[src/rtl/tusca_escalonador_nivel.sv]
// ---------------------------------------------------------------------------
// tusca_escalonador_nivel
//
// Turns each finished DHT11 measurement into a climate actuation level
// (0..4) and a humidifier relay command. Threshold shadows are loaded from the
// config manager, validated and then used for every evaluation. A level
// increase is applied at once. A level decrease needs both the hysteresis
// margin and a minimum dwell time at the current level.
//
// Optional feature: define TUSCA_ESCALONADOR_TIMEOUT_EN to enable the
// measurement timeout. If no measurement arrives for TIMEOUT_MEDIDA cycles in
// ESPERA, the FSM enters FALHA and forces full ventilation with the relay off.
//
// Ports
//   clock             system clock
//   reset             asynchronous active-low reset
//   medida_valida     1-cycle pulse, temperatura/umidade valid
//   temperatura       measured temperature (sensor units)
//   umidade           measured humidity (sensor units)
//   config_valida     1-cycle pulse, lim_* valid
//   lim_temp1..4      temperature thresholds (must be strictly increasing)
//   lim_umidade       relay-on humidity threshold
//   medida_ack        1-cycle pulse, measurement consumed
//   nivel_temperatura actuation level 0..4 (4 = maximum ventilation)
//   rele              humidifier relay
//   erro_config       1-cycle pulse, configuration rejected
//   erro_timeout      high while in FALHA
//   db_estado         FSM state code
// ---------------------------------------------------------------------------
module tusca_escalonador_nivel #(
   parameter int unsigned TEMPO_MIN_NIVEL = 500_000_000,
   parameter logic [15:0] HISTERESE       = 16'd2,
   parameter int unsigned TIMEOUT_MEDIDA  = 150_000_000
) (
   input  logic        clock,
   input  logic        reset,
   input  logic        medida_valida,
   input  logic [15:0] temperatura,
   input  logic [15:0] umidade,
   input  logic        config_valida,
   input  logic [15:0] lim_temp1,
   input  logic [15:0] lim_temp2,
   input  logic [15:0] lim_temp3,
   input  logic [15:0] lim_temp4,
   input  logic [15:0] lim_umidade,
   output logic        medida_ack,
   output logic [2:0]  nivel_temperatura,
   output logic        rele,
   output logic        erro_config,
   output logic        erro_timeout,
   output logic [2:0]  db_estado
);

   localparam int unsigned DW = $clog2(TEMPO_MIN_NIVEL + 1);
   localparam logic [DW-1:0] TEMPO_MAX = DW'(TEMPO_MIN_NIVEL);
   localparam logic [DW-1:0] TEMPO_UM  = DW'(1);

   typedef enum logic [2:0] {
      ESPERA  = 3'd0,
      CAPTURA = 3'd1,
      AVALIA  = 3'd2,
      APLICA  = 3'd3,
      FALHA   = 3'd4
   } estado_t;

   estado_t           estado;
   logic [DW-1:0]     tempo_nivel;
   logic [3:0][15:0]  lim_sh;
   logic [15:0]       lim_um_sh;
   logic              pendente;

   // Data-only registers: no reset, they are always written before being used.
   logic [15:0]       temp_cap;
   logic [15:0]       umid_cap;
   logic [2:0]        alvo_reg;
   logic [3:0][15:0]  pend_lim;
   logic [15:0]       pend_um;

   logic              captura;
   logic [3:0][15:0]  cfg_lim;
   logic [15:0]       cfg_um;
   logic              cfg_ok;
   logic [2:0]        sobe;
   logic [2:0]        desce;
   logic [2:0]        alvo;
   logic              rele_liga;
   logic              rele_desliga;

   // Number of thresholds reached by a value; 17-bit so value+margin never wraps.
   function automatic logic [2:0] conta_limites(input logic [16:0] valor,
                                                input logic [3:0][15:0] lim);
      logic [2:0] n;
      n = 3'd0;
      for (int k = 0; k < 4; k++) begin
         if (valor >= {1'b0, lim[k]}) n = n + 3'd1;
      end
      return n;
   endfunction

   function automatic logic valida_limites(input logic [3:0][15:0] lim);
      return (lim[0] < lim[1]) && (lim[1] < lim[2]) && (lim[2] < lim[3]);
   endfunction

   function automatic logic [DW-1:0] incr_sat(input logic [DW-1:0] v);
      return (v == TEMPO_MAX) ? v : v + TEMPO_UM;
   endfunction

   assign captura = medida_valida && (estado == ESPERA || estado == FALHA);

   // A fresh config pulse wins over an older pending one.
   always_comb begin
      cfg_lim = {lim_temp4, lim_temp3, lim_temp2, lim_temp1};
      cfg_um  = lim_umidade;
      if (pendente && !config_valida) begin
         cfg_lim = pend_lim;
         cfg_um  = pend_um;
      end
      cfg_ok = valida_limites(cfg_lim);
   end

   // Rising uses the raw count; falling is only allowed below the margin.
   always_comb begin
      sobe  = conta_limites({1'b0, temp_cap}, lim_sh);
      desce = conta_limites({1'b0, temp_cap} + {1'b0, HISTERESE}, lim_sh);
      alvo  = (sobe >= nivel_temperatura) ? sobe : desce;
      rele_liga    = (umid_cap < lim_um_sh);
      rele_desliga = ({1'b0, umid_cap} >= ({1'b0, lim_um_sh} + {1'b0, HISTERESE}));
   end

   always_ff @(posedge clock) begin
      if (captura) begin
         temp_cap <= temperatura;
         umid_cap <= umidade;
      end
      if (estado == AVALIA) alvo_reg <= alvo;
      if (config_valida && estado != ESPERA && estado != FALHA) begin
         pend_lim <= {lim_temp4, lim_temp3, lim_temp2, lim_temp1};
         pend_um  <= lim_umidade;
      end
   end

`ifdef TUSCA_ESCALONADOR_TIMEOUT_EN
   localparam int unsigned TW = $clog2(TIMEOUT_MEDIDA + 1);
   localparam logic [TW-1:0] TIMEOUT_FIM = TW'(TIMEOUT_MEDIDA - 1);
   localparam logic [TW-1:0] TIMEOUT_UM  = TW'(1);
   logic [TW-1:0] cnt_timeout;
`else
   assign erro_timeout = 1'b0;
`endif

   always_ff @(posedge clock or negedge reset) begin
      if (!reset) begin
         estado            <= ESPERA;
         tempo_nivel       <= TEMPO_MAX;
         lim_sh            <= {4{16'hFFFF}};
         lim_um_sh         <= 16'd0;
         pendente          <= 1'b0;
         medida_ack        <= 1'b0;
         nivel_temperatura <= 3'd0;
         rele              <= 1'b0;
         erro_config       <= 1'b0;
`ifdef TUSCA_ESCALONADOR_TIMEOUT_EN
         erro_timeout      <= 1'b0;
         cnt_timeout       <= '0;
`endif
      end else begin
         medida_ack  <= 1'b0;
         erro_config <= 1'b0;
         tempo_nivel <= incr_sat(tempo_nivel);

         // Config is checked only while idle; otherwise it waits for ESPERA.
         if (estado == ESPERA || estado == FALHA) begin
            if (config_valida || pendente) begin
               pendente <= 1'b0;
               if (cfg_ok) begin
                  lim_sh    <= cfg_lim;
                  lim_um_sh <= cfg_um;
               end else begin
                  erro_config <= 1'b1;
               end
            end
         end else if (config_valida) begin
            pendente <= 1'b1;
         end

         case (estado)
            ESPERA: begin
               if (captura) begin
                  medida_ack <= 1'b1;
                  estado     <= CAPTURA;
`ifdef TUSCA_ESCALONADOR_TIMEOUT_EN
                  cnt_timeout <= '0;
               end else if (cnt_timeout == TIMEOUT_FIM) begin
                  cnt_timeout       <= '0;
                  estado            <= FALHA;
                  nivel_temperatura <= 3'd4;
                  rele              <= 1'b0;
                  erro_timeout      <= 1'b1;
                  tempo_nivel       <= TEMPO_MAX;
               end else begin
                  cnt_timeout <= cnt_timeout + TIMEOUT_UM;
`endif
               end
            end
            // ---- capture -> evaluate
            CAPTURA: estado <= AVALIA;
            // ---- evaluate -> apply
            AVALIA:  estado <= APLICA;
            // ---- apply -> idle
            APLICA: begin
               if ((alvo_reg > nivel_temperatura) ||
                   ((alvo_reg < nivel_temperatura) && (tempo_nivel == TEMPO_MAX))) begin
                  nivel_temperatura <= alvo_reg;
                  tempo_nivel       <= '0;
               end
               if (rele_liga) begin
                  rele <= 1'b1;
               end else if (rele_desliga) begin
                  rele <= 1'b0;
               end
               estado <= ESPERA;
            end
            FALHA: begin
`ifdef TUSCA_ESCALONADOR_TIMEOUT_EN
               // Dwell stays saturated so the first evaluation may lower the level.
               tempo_nivel <= TEMPO_MAX;
               if (captura) begin
                  medida_ack   <= 1'b1;
                  erro_timeout <= 1'b0;
                  estado       <= CAPTURA;
               end
`else
               estado <= ESPERA;
`endif
            end
            default: estado <= ESPERA;
         endcase
      end
   end

   assign db_estado = estado;

endmodule

[config.mk]
export PLATFORM = sky130hd
export DESIGN_NAME = tusca_escalonador_nivel
export DESIGN_NICKNAME = d
export VERILOG_FILES = /design/src/rtl/tusca_escalonador_nivel.sv
export SDC_FILE = /design/constraint.sdc
export NUM_CORES = 1
export LEC_CHECK = 0
export BUFFER_PORTS_ARGS = -buffer_cell sky130_fd_sc_hd__buf_2
export CORE_MARGIN = 2
export CORE_UTILIZATION = 49
export CTS_CLUSTER_DIAMETER = 80
export DETAILED_ROUTE_END_ITERATION = 8
export MAX_ROUTING_LAYER = met4
export PLACE_DENSITY = 0.7
export SETUP_SLACK_MARGIN = 0.5
export SLEW_MARGIN = 40
export SYNTH_ARGS = -nofsm -noshare
export SYNTH_HDL_FRONTEND = slang
export SYNTH_SLANG_ARGS = --single-unit
[constraint.sdc]
create_clock -name clock -period 4.6 [get_ports clock]
set_input_delay 0.46 -clock clock [delete_from_list [all_inputs] [get_ports clock]]
set_output_delay 0.46 -clock clock [all_outputs]
set_load 0.03 [all_outputs]
# Word level (Yosys, flattened, before mapping)
# Cells that the tools add are included.
[classes]
n_lt_le_gt_ge = 16
reduce_logical = 19
n_mux = 26
addsub = 9
n_eq_ne = 8
[ops]
columns = ["cell", "n"]
rows = [
  ["$mux W29", 3],
  ["$ge A17 B16 Y1", 4],
  ["$ge A16 B16 Y1", 4],
  ["$lt A16 B16 Y1", 4],
  ["$mux W64", 1],
  ["$add A16 B2 Y17 const B", 2],
  ["$add A29 B1 Y29 const B", 1],
  ["$eq A29 B29 Y1 const B", 1],
  ["$mux W3", 8],
  ["$add A3 B1 Y3 const B", 6],
  ["$ge A16 B17 Y1", 1],
  ["$mux W16", 1],
  ["$mux W1", 12],
  ["$pmux W3 S3", 1],
  ["$logic_and A1 B1 Y1", 7],
  ["$eq A3 B2 Y1 const B", 2],
  ["$reduce_and A2 Y1", 3],
  ["$reduce_bool A2 Y1", 2],
  ["$eq A3 B1 Y1 const B", 1],
  ["$eq A3 B3 Y1 const B", 1],
  ["$ge A3 B3 Y1", 1],
  ["$gt A3 B3 Y1", 1],
  ["$logic_not A3 Y1", 1],
  ["$logic_or A1 B1 Y1", 3],
  ["other kinds (7)", 7],
]
[totals]
elab_cells = 98
output_inout_bits = 10
ff_bits = 234
inputBits = 116

# Longest topological paths before layout
# Gate-level depths: netlist of the first run.
[depth]
word_depth = 10
mapped_depth = 20
ltp_nobuf = 20

# Worst setup path before layout of the first run
# OpenSTA, ideal clock, no wires.
[synth_path]
kind = "reg2reg"
from = "reg estado[0], in the netlist db_estado[0]"
to = "reg pend_lim[0] (netlist bit) (enable)"
t_arrival_ps = 4459
period_less_slack_ps = 4987
path_slack_ps = -387
stages_incl_launch_ff = 4
setup_time_ps = 528
n_path_buf = 0
t_required_ps = 4072
path_cell_list = "dfrtp_1 > inv_1 > ha_1 > nor2b_1"
[synth_via]
elab_chain_cells = 3
elab_cells_between_ends = 4
cone_classes = "eq/ne: 1; reduce/logical: 3"
[synth_rtl]
columns = ["item", "line", "text"]
rows = [
  ["start: declaration", "66", "estado_t estado;"],
  ["start signal: assignment", "153", "estado <= ESPERA;"],
  ["start signal: assignment", "190", "estado <= CAPTURA;"],
  ["start signal: assignment", "206", "CAPTURA: estado <= AVALIA;"],
  ["$reduce_bool A3 Y1", "136", "if (config_valida && estado != ESPERA && estado != FALHA) begin"],
  ["$logic_and A1 B1 Y1", "136", ""],
  ["$logic_and A1 B1 Y1 (*)", "136", ""],
  ["end signal: assignment", "137", "pend_lim <= {lim_temp4, lim_temp3, lim_temp2, lim_temp1};"],
  ["end: declaration", "76", "logic [3:0][15:0] pend_lim;"],
]
# Mark *: on every way between the ends. The rest lies on a longest branch, timed or not.
# A chain may end at the register's enable or synchronous reset.

# Worst setup path after layout of the first run
[layout_path]
from = "reg lim_sh[17] (netlist bit)"
to = "reg alvo_reg[1], data pin"
[layout_via]
elab_chain_cells = 8
elab_cells_between_ends = 14
cone_classes = "add/sub: 4; order compare: 3; mux: 7"
[layout_rtl]
columns = ["item", "line", "text"]
rows = [
  ["start: declaration", "68", "logic [3:0][15:0] lim_sh;"],
  ["start signal: assignment", "155", "lim_sh <= {4{16'hFFFF}};"],
  ["start signal: assignment", "176", "lim_sh <= cfg_lim;"],
  ["$ge A16 B16 Y1", "95", "if (valor >= {1'b0, lim[k]}) n = n + 3'd1;"],
  ["$mux W3", "95", ""],
  ["$add A3 B1 Y3", "95", ""],
  ["$mux W3", "95", ""],
  ["$add A3 B1 Y3", "95", ""],
  ["$mux W3", "95", ""],
  ["$ge A3 B3 Y1", "125", "alvo = (sobe >= nivel_temperatura) ? sobe : desce;"],
  ["$mux W3 (*)", "125", ""],
  ["net alvo[1]", "85", "logic [2:0] alvo;"],
  ["end signal: assignment", "135", "if (estado == AVALIA) alvo_reg <= alvo;"],
  ["end: declaration", "75", "logic [2:0] alvo_reg;"],
]
# The timed path passes the listed nets; every way through them passes the cells marked *.

==> results of run 1 <==
==> area by class of cell <==
| type | instances | area share (%) |
|---|---|---|
| Tap cell | 390 | 2.855 |
| Multi-Input combinational cell | 1078 | 44.62 |
| Clock inverter | 9 | 0.5490 |
| Sequential cell | 233 | 38.05 |
| Timing Repair Buffer | 172 | 6.244 |
| Clock buffer | 41 | 4.758 |
| Inverter | 133 | 2.921 |
==> cells in the mapped netlist, drive strengths merged, types with 19 or more instances <==
master    n
a21o     30
a21oi    71
a31oi    26
buf      20
clkbuf   21
dfrtp    41
dfstp    77
edfxtp  115
ha      219
inv     133
mux2i    19
nand2   264
nand3    31
nand4    36
nor2    113
o21ai    80
xnor2    38
xor2     21
==> stage by stage <==
stage                     total power (µW)  worst slack (ps)
after floorplan                       7117             502.8
after global placement                8398             180.4
after detailed placement              8619             130.0
after CTS                            11190             438.0
after global routing                 12230             295.9
final                                11300             402.5
==> critical path, delay by kind of cell, from the launching register on <==
family / cells / cell delay (ps)
DFF: 1 / 520
muxes: 2 / 590
AOI/OAI and AO/OA: 9 / 1530
xor gates and xnor gates: 1 / 180
adders and majority gates: 4 / 1030
buffers and inverters: 2 / 110
==> report_power, final <==
part           switching [µW]  internal [µW]
Combinational            3280           2420
Clock                     871           1280
Sequential                336           3110
==> cells in the final DEF, fill, tap and decap left out, types with 40 or more instances in the layout <==
cell type | netlist | routed
sky130_fd_sc_hd__buf_4 | 7 | 42
sky130_fd_sc_hd__nand2_1 | 264 | 264
sky130_fd_sc_hd__nor2_1 | 113 | 112
sky130_fd_sc_hd__o21ai_0 | 80 | 77
sky130_fd_sc_hd__buf_2 | 7 | 122
sky130_fd_sc_hd__edfxtp_1 | 115 | 115
sky130_fd_sc_hd__dfstp_2 | 77 | 77
sky130_fd_sc_hd__a21oi_1 | 71 | 66
sky130_fd_sc_hd__ha_1 | 219 | 211
sky130_fd_sc_hd__inv_1 | 133 | 130
sky130_fd_sc_hd__dfrtp_1 | 41 | 40
==> metal layers <==
metal | routed length (µm) | track usage (%)
met5 | 0 | -
met4 | 707 | 5.475
met3 | 1755 | 2.799
met2 | 16290 | 36.98
met1 | 16980 | 33.18
==> worst paths after layout <==
kind / from / endpoint / slack [ps] / depth (start not counted)
worst max-delay path: lim_sh[17] / alvo_reg[1] / 400 / 18
worst min-delay path: umidade[1] / umid_cap[1] / 80 / 1
worst max register to register: lim_sh[17] / alvo_reg[1] / 400 / 18
worst min register to register: rele / rele / 500 / 1
max in group asynchronous: reset / lim_sh[42] / 3180 / 3
min in group asynchronous: reset / lim_um_sh[10] / 440 / 2
==> logic make-up after synthesis <==
group                    count (synthesis)  synth area share, %
AO/OA/AOI/OAI                          262                10.93
other                                    1              0.02577
XOR/XNOR                                59                3.551
AND/OR/NAND/NOR                        510                15.44
buffers and inverters                  174                4.833
flip-flops                             233                44.69
adder cells (fa/ha/maj)                219                18.83
multiplexers                            24                1.694
==> repair_timing <==
item | 4_1_cts | 5_1_grt
endpoints found under the hold margin | 17 | 0
cloned | 1 | 1
gates resized for setup | 35 | 5
buffers inserted | 9 | 7
pin swaps | 24 | 5
setup endpoints to repair | 45 | 55
hold buffers | 1 | 0
==> impl_metrics.xml, run 1 <==
<?xml version="1.0" encoding="UTF-8"?>
<metrics>
  <group name="status">
    <metric name="outcome" unit="">complete, no violations</metric>
  </group>
  <group name="yosys">
    <metric name="postSynthAreaPerCell" unit="µm²">9.818</metric>
    <metric name="ys_ff_latch" unit="">233</metric>
    <metric name="synth_area_leaders" unit="">sky130_fd_sc_hd__edfxtp_1 24%, sky130_fd_sc_hd__ha_1 19%, sky130_fd_sc_hd__dfstp_2 14%</metric>
    <metric name="synth_top_cell_by_area" unit="">sky130_fd_sc_hd__edfxtp_1</metric>
    <metric name="post_synthesis_cells" unit="">1482</metric>
    <metric name="synth.yosys.warnings" unit="">0</metric>
    <metric name="synth_cell_types" unit="">58</metric>
    <metric name="post_synth_arst_share" unit="%">50.64</metric>
    <metric name="synth_ff_type" unit="">sky130_fd_sc_hd__edfxtp_1</metric>
    <metric name="synthesis.area" unit="µm²">14550</metric>
    <metric name="synth_seq_area_share" unit="%">44.69</metric>
    <metric name="synth_edf_count" unit="">115</metric>
    <metric name="netlist.area_leader.share" unit="%">23.73</metric>
  </group>
  <group name="placed_design">
    <metric name="port_buffers" unit="">123</metric>
    <metric name="numPlacedInstances" unit="">1987</metric>
    <metric name="hpwlAfterDp" unit="mm">26.71</metric>
    <metric name="placer_congestion_estimate" unit="">0.9071</metric>
    <metric name="detailed_place.area" unit="µm²">15790</metric>
  </group>
  <group name="global_routing">
    <metric name="grt_first_pass_wirelength" unit="mm">57.04</metric>
    <metric name="grt_pass1_vias" unit="">10920</metric>
    <metric name="overflow" unit="">0</metric>
    <metric name="number_of_antenna_violations_at_the_first_check_in_global_routing" unit="">0</metric>
    <metric name="grt_max_degree" unit="">65</metric>
    <metric name="global_route.usage.total" unit="%">23.66</metric>
  </group>
  <group name="detailed_routing">
    <metric name="route.final.wire_length" unit="mm">35.73</metric>
    <metric name="wire_per_inst" unit="µm">17.38</metric>
    <metric name="remaining_drc_errors" unit="">0</metric>
    <metric name="antenna_left" unit="">0</metric>
    <metric name="vias_per_cell" unit="">5.466</metric>
    <metric name="routed-via-count" unit="">11240</metric>
    <metric name="initialDrtViolationCount" unit="">831</metric>
    <metric name="pre_antenna_drt_iters" unit="">5</metric>
  </group>
  <group name="hold_path">
    <metric name="hp-class" unit="">in -&gt; reg</metric>
  </group>
  <group name="clock_network">
    <metric name="cts_max_path_buffers" unit="">3</metric>
    <metric name="clk_transition_reported_paths" unit="ps">60</metric>
    <metric name="tritoncts_num_sinks" unit="">233</metric>
    <metric name="numCtsBuffers" unit="">27</metric>
    <metric name="source_to_sink_clock_delay_at_the_later_pin_of_the_worst_skew_pair" unit="ps">550</metric>
    <metric name="tritoncts" unit="">done</metric>
    <metric name="htreeDepth" unit="">1</metric>
    <metric name="clock-root-buffer" unit="">sky130_fd_sc_hd__clkbuf_16</metric>
  </group>
  <group name="sta">
    <metric name="crit_path_time_final" unit="ps">4198</metric>
    <metric name="drv_slew" unit="">0</metric>
    <metric name="fin_crit_sh" unit="%">91.25</metric>
    <metric name="worstMarginPinSlew" unit="ps">741.4</metric>
    <metric name="max_clock_skew" unit="ps">10.89</metric>
    <metric name="finalSetupTns" unit="ps">0</metric>
    <metric name="hold-worst-slack" unit="ps">78.90</metric>
    <metric name="hold_violations_final" unit="">0</metric>
    <metric name="setup_violations" unit="">0</metric>
    <metric name="relative_slew_slack" unit="%">50.47</metric>
    <metric name="rsz0062_at_grt" unit="">true</metric>
    <metric name="fmax" unit="MHz">238.2</metric>
  </group>
  <group name="critical_path">
    <metric name="end_kind" unit="">flip-flop</metric>
    <metric name="worstPathMaxFanout" unit="">3</metric>
    <metric name="crit_required" unit="ps">4900</metric>
    <metric name="worstPathArrival" unit="ps">4500</metric>
    <metric name="worstPathCellList" unit="">inv_2, ha_4, inv_1, a21oi_2, o21bai_1, a21o_1, a21oi_2, o21ai_2, a221oi_2, o21a_1, ha_4, xor2_2, ha_1, mux2_4, ha_4, a21o_1, a21oi_4, mux2_4</metric>
    <metric name="timing.setup.critical_path_class" unit="">reg -&gt; reg</metric>
    <metric name="critical-path-top-cell-by-count" unit="">sky130_fd_sc_hd__ha_4</metric>
    <metric name="critical_path.max_stage_delay" unit="ps">520</metric>
    <metric name="timing.critical_path.from_type" unit="">flip-flop</metric>
    <metric name="critical_path.slowest_cell" unit="">sky130_fd_sc_hd__dfstp_2</metric>
  </group>
  <group name="floorplan">
    <metric name="die-height" unit="µm">176.3</metric>
    <metric name="coreArea" unit="µm²">29400</metric>
    <metric name="die-width" unit="µm">176.3</metric>
    <metric name="initial_core_util" unit="%">49.49</metric>
    <metric name="io_pins" unit="">126</metric>
    <metric name="dieArea" unit="µm²">31090</metric>
    <metric name="std_cell_rows" unit="">63</metric>
  </group>
  <group name="finish">
    <metric name="flow.area_growth_from_synthesis" unit="%">17.47</metric>
    <metric name="net_count_final" unit="">1980</metric>
    <metric name="post_layout_instance_count_excluding_filler_cells" unit="">2056</metric>
    <metric name="layout-drive-gt1-share" unit="%">20.47</metric>
    <metric name="final.fill_count" unit="">2514</metric>
    <metric name="antenna_cells_inserted" unit="">0</metric>
    <metric name="final_cell_area" unit="µm²">17090</metric>
    <metric name="multiInputGateArea" unit="µm²">7627</metric>
    <metric name="layout_top_registers" unit="">lim_sh x64, pend_lim x64, tempo_nivel x29</metric>
    <metric name="register_area" unit="µm²">6504</metric>
    <metric name="layout.core_utilization" unit="%">58.13</metric>
  </group>
  <group name="power_and_ir_drop">
    <metric name="cellLeakagePower" unit="µW">0.007888</metric>
    <metric name="worst_ir_drop_vdd" unit="mV">0.4355</metric>
    <metric name="power.density" unit="nW/µm²">661.2</metric>
  </group>
  <group name="flow_run">
    <metric name="maxCapViolCount" unit="">0</metric>
  </group>
</metrics>
Note: power is estimated with default switching activity, not from simulation.
==> inputs of run 2 (changes only) <==
Settings changed: CORE_UTILIZATION 49 to 45, PLACE_DENSITY 0.7 to 0.65, RECOVER_POWER set to 25.
==> impl_metrics.xml, run 2 (same netlist as run 1, synthesis figures left out) <==
<?xml version="1.0" encoding="UTF-8"?>
<metrics>
  <group name="sta">
    <metric name="hold-worst-slack" unit="ps">76.59</metric>
    <metric name="finalSetupTns" unit="ps">0</metric>
    <metric name="fmax" unit="MHz">237.7</metric>
    <metric name="crit_path_time_final" unit="ps">4207</metric>
    <metric name="max_clock_skew" unit="ps">13.26</metric>
    <metric name="setup_violations" unit="">0</metric>
    <metric name="fin_crit_sh" unit="%">91.45</metric>
    <metric name="hold_violations_final" unit="">0</metric>
    <metric name="relative_slew_slack" unit="%">6.043</metric>
    <metric name="drv_slew" unit="">0</metric>
    <metric name="worstMarginPinSlew" unit="ps">1409</metric>
    <metric name="rsz0062_at_grt" unit="">true</metric>
  </group>
  <group name="finish">
    <metric name="final.fill_count" unit="">2873</metric>
    <metric name="register_area" unit="µm²">6502</metric>
    <metric name="layout.cells.most_common" unit="">sky130_fd_sc_hd__nand2_1</metric>
    <metric name="flow.area_growth_from_synthesis" unit="%">16.56</metric>
    <metric name="layout_top_registers" unit="">lim_sh x64, pend_lim x64, tempo_nivel x29</metric>
    <metric name="most-common-layout-cells" unit="">264 x sky130_fd_sc_hd__nand2_1, 211 x sky130_fd_sc_hd__ha_1, 128 x sky130_fd_sc_hd__inv_1</metric>
    <metric name="net_count_final" unit="">1976</metric>
    <metric name="multiInputGateArea" unit="µm²">7654</metric>
    <metric name="antenna_cells_inserted" unit="">0</metric>
    <metric name="layout-drive-gt1-share" unit="%">17.09</metric>
  </group>
  <group name="clock_network">
    <metric name="tritoncts_num_sinks" unit="">233</metric>
    <metric name="clock-root-buffer" unit="">sky130_fd_sc_hd__clkbuf_16</metric>
    <metric name="source_to_sink_clock_delay_at_the_later_pin_of_the_worst_skew_pair" unit="ps">560</metric>
    <metric name="tritoncts" unit="">done</metric>
    <metric name="cts_max_path_buffers" unit="">3</metric>
    <metric name="htreeDepth" unit="">1</metric>
    <metric name="numCtsBuffers" unit="">27</metric>
    <metric name="clk_transition_reported_paths" unit="ps">60</metric>
  </group>
  <group name="global_routing">
    <metric name="grt_max_degree" unit="">88</metric>
    <metric name="grt_pass1_vias" unit="">10730</metric>
    <metric name="gr-max-usage-layer" unit="">met2</metric>
    <metric name="met1_usage" unit="%">31.60</metric>
    <metric name="global_route.usage.total" unit="%">22.19</metric>
    <metric name="number_of_antenna_violations_at_the_first_check_in_global_routing" unit="">0</metric>
    <metric name="grt_first_pass_wirelength" unit="mm">57.57</metric>
    <metric name="gr-usage-met3" unit="%">2.674</metric>
    <metric name="grt_use_met2" unit="%">33.33</metric>
    <metric name="overflow" unit="">0</metric>
  </group>
  <group name="detailed_routing">
    <metric name="routed-via-count" unit="">11050</metric>
    <metric name="wire_per_inst" unit="µm">17.73</metric>
    <metric name="antenna_left" unit="">0</metric>
    <metric name="vias_per_cell" unit="">5.354</metric>
    <metric name="initialDrtViolationCount" unit="">740</metric>
    <metric name="route.final.wire_length" unit="mm">36.60</metric>
    <metric name="remaining_drc_errors" unit="">0</metric>
    <metric name="pre_antenna_drt_iters" unit="">5</metric>
  </group>
  <group name="floorplan">
    <metric name="die-width" unit="µm">183.8</metric>
    <metric name="die-height" unit="µm">183.8</metric>
    <metric name="io_pins" unit="">126</metric>
    <metric name="initial_core_util" unit="%">45.87</metric>
    <metric name="dieArea" unit="µm²">33790</metric>
    <metric name="std_cell_rows" unit="">65</metric>
    <metric name="coreArea" unit="µm²">31720</metric>
  </group>
  <group name="critical_path">
    <metric name="critPathBufInv" unit="">1</metric>
    <metric name="end_kind" unit="">flip-flop</metric>
    <metric name="timing.critical_path.from_type" unit="">flip-flop</metric>
    <metric name="worstPathMaxFanout" unit="">5</metric>
    <metric name="worstPathArrival" unit="ps">4510</metric>
    <metric name="critical-path-top-cell-by-count" unit="">sky130_fd_sc_hd__ha_1</metric>
    <metric name="crit_required" unit="ps">4900</metric>
    <metric name="cp_top_family" unit="">simple AND/OR/NAND/NOR gates</metric>
    <metric name="ff2ff_setup_slack" unit="ps">390</metric>
    <metric name="worstPathCellList" unit="">buf_6, ha_4, and3_4, nand4_1, xnor2_2, ha_1, nand4_1, or2_2, nor3_2, nor2_1, nand2_1, nor3_1, a21o_1, ha_1, xnor2_2, ha_1, mux2_2, mux2_4</metric>
    <metric name="critical_path.max_stage_delay" unit="ps">470</metric>
    <metric name="critical_path.slowest_cell" unit="">sky130_fd_sc_hd__edfxtp_1</metric>
    <metric name="timing.setup.critical_path_class" unit="">reg -&gt; reg</metric>
  </group>
  <group name="power_and_ir_drop">
    <metric name="power.density" unit="nW/µm²">667.0</metric>
    <metric name="worst_ir_drop_vdd" unit="mV">0.3597</metric>
    <metric name="design_power_total" unit="µW">11310</metric>
    <metric name="cellLeakagePower" unit="µW">0.007695</metric>
  </group>
  <group name="flow_run">
    <metric name="maxCapViolCount" unit="">0</metric>
  </group>
  <group name="hold_path">
    <metric name="hp-class" unit="">in -&gt; reg</metric>
  </group>
  <group name="placed_design">
    <metric name="placer_congestion_estimate" unit="">0.9076</metric>
    <metric name="port_buffers" unit="">123</metric>
    <metric name="hpwlAfterDp" unit="mm">27.54</metric>
  </group>
  <group name="status">
    <metric name="outcome" unit="">complete, no violations</metric>
  </group>
</metrics>
## run 2: cell types whose count changed in the layout (fill, tap and decap cells not counted), moves of 3 or more
cell	delta
sky130_fd_sc_hd__buf_2	-56
sky130_fd_sc_hd__clkbuf_1	+56
sky130_fd_sc_hd__buf_4	-5
sky130_fd_sc_hd__clkinv_2	+4
sky130_fd_sc_hd__buf_12	-3
sky130_fd_sc_hd__buf_6	+3
## run 2: cell type report
cell class                 instances  share of cell area [%]
multi-input combinational       1078                   45.13
sequential                       233                   38.34
timing repair buffer             168                   5.526
clock buffer                      36                   4.419
tap                              402                   2.966
inverter                         133                   2.944
clock inverter                    14                  0.6787
## run 2: power breakdown
part	total [µW]	leakage, µW	switching (µW)	internal (µW)
combinational	5770	0.00486	3300	2470
clock	2090	0.000433	880	1210
sequential	3460	0.00240	348	3110
## run 2: final timing paths
check | start | endpoint | depth (start not counted)
max | temp_cap[1] | alvo_reg[1] | 18
min | temperatura[13] | temp_cap[13] | 1
max reg2reg | temp_cap[1] | alvo_reg[1] | 18
min reg2reg | rele | rele | 1
max in group asynchronous | reset | erro_config | 3
min in group asynchronous | reset | rele | 2
## run 2: per-layer routing
metal | up-vias | routed length, µm
li1 | 5520 | -
met1 | 5238 | 17920
met2 | 234 | 16000
met3 | 58 | 1500
met4 | 0 | 1181
met5 | - | 0
## run 2: per-stage QoR
stage	instances	cell area (µm²)	worst slack [ps]	utilization, %
after floorplan	1483	14570	502.8	-
after global placement	1999	15770	197.5	49.73
after detailed placement	1999	15780	110.0	49.76
after CTS	2057	16890	391.2	53.25
after global routing	2064	16960	205.2	53.47
final	2064	16960	393.4	53.47
## run 2: repair_timing
item | 4_1_cts | 5_1_grt
setup endpoints to repair | 3 | 79
gates resized for setup | 34 | 17
pin swaps | 21 | 10
endpoints found under the hold margin | 14 | 0
gates cloned | 0 | 2
hold buffers | 1 | 0
buffers inserted | 7 | 5
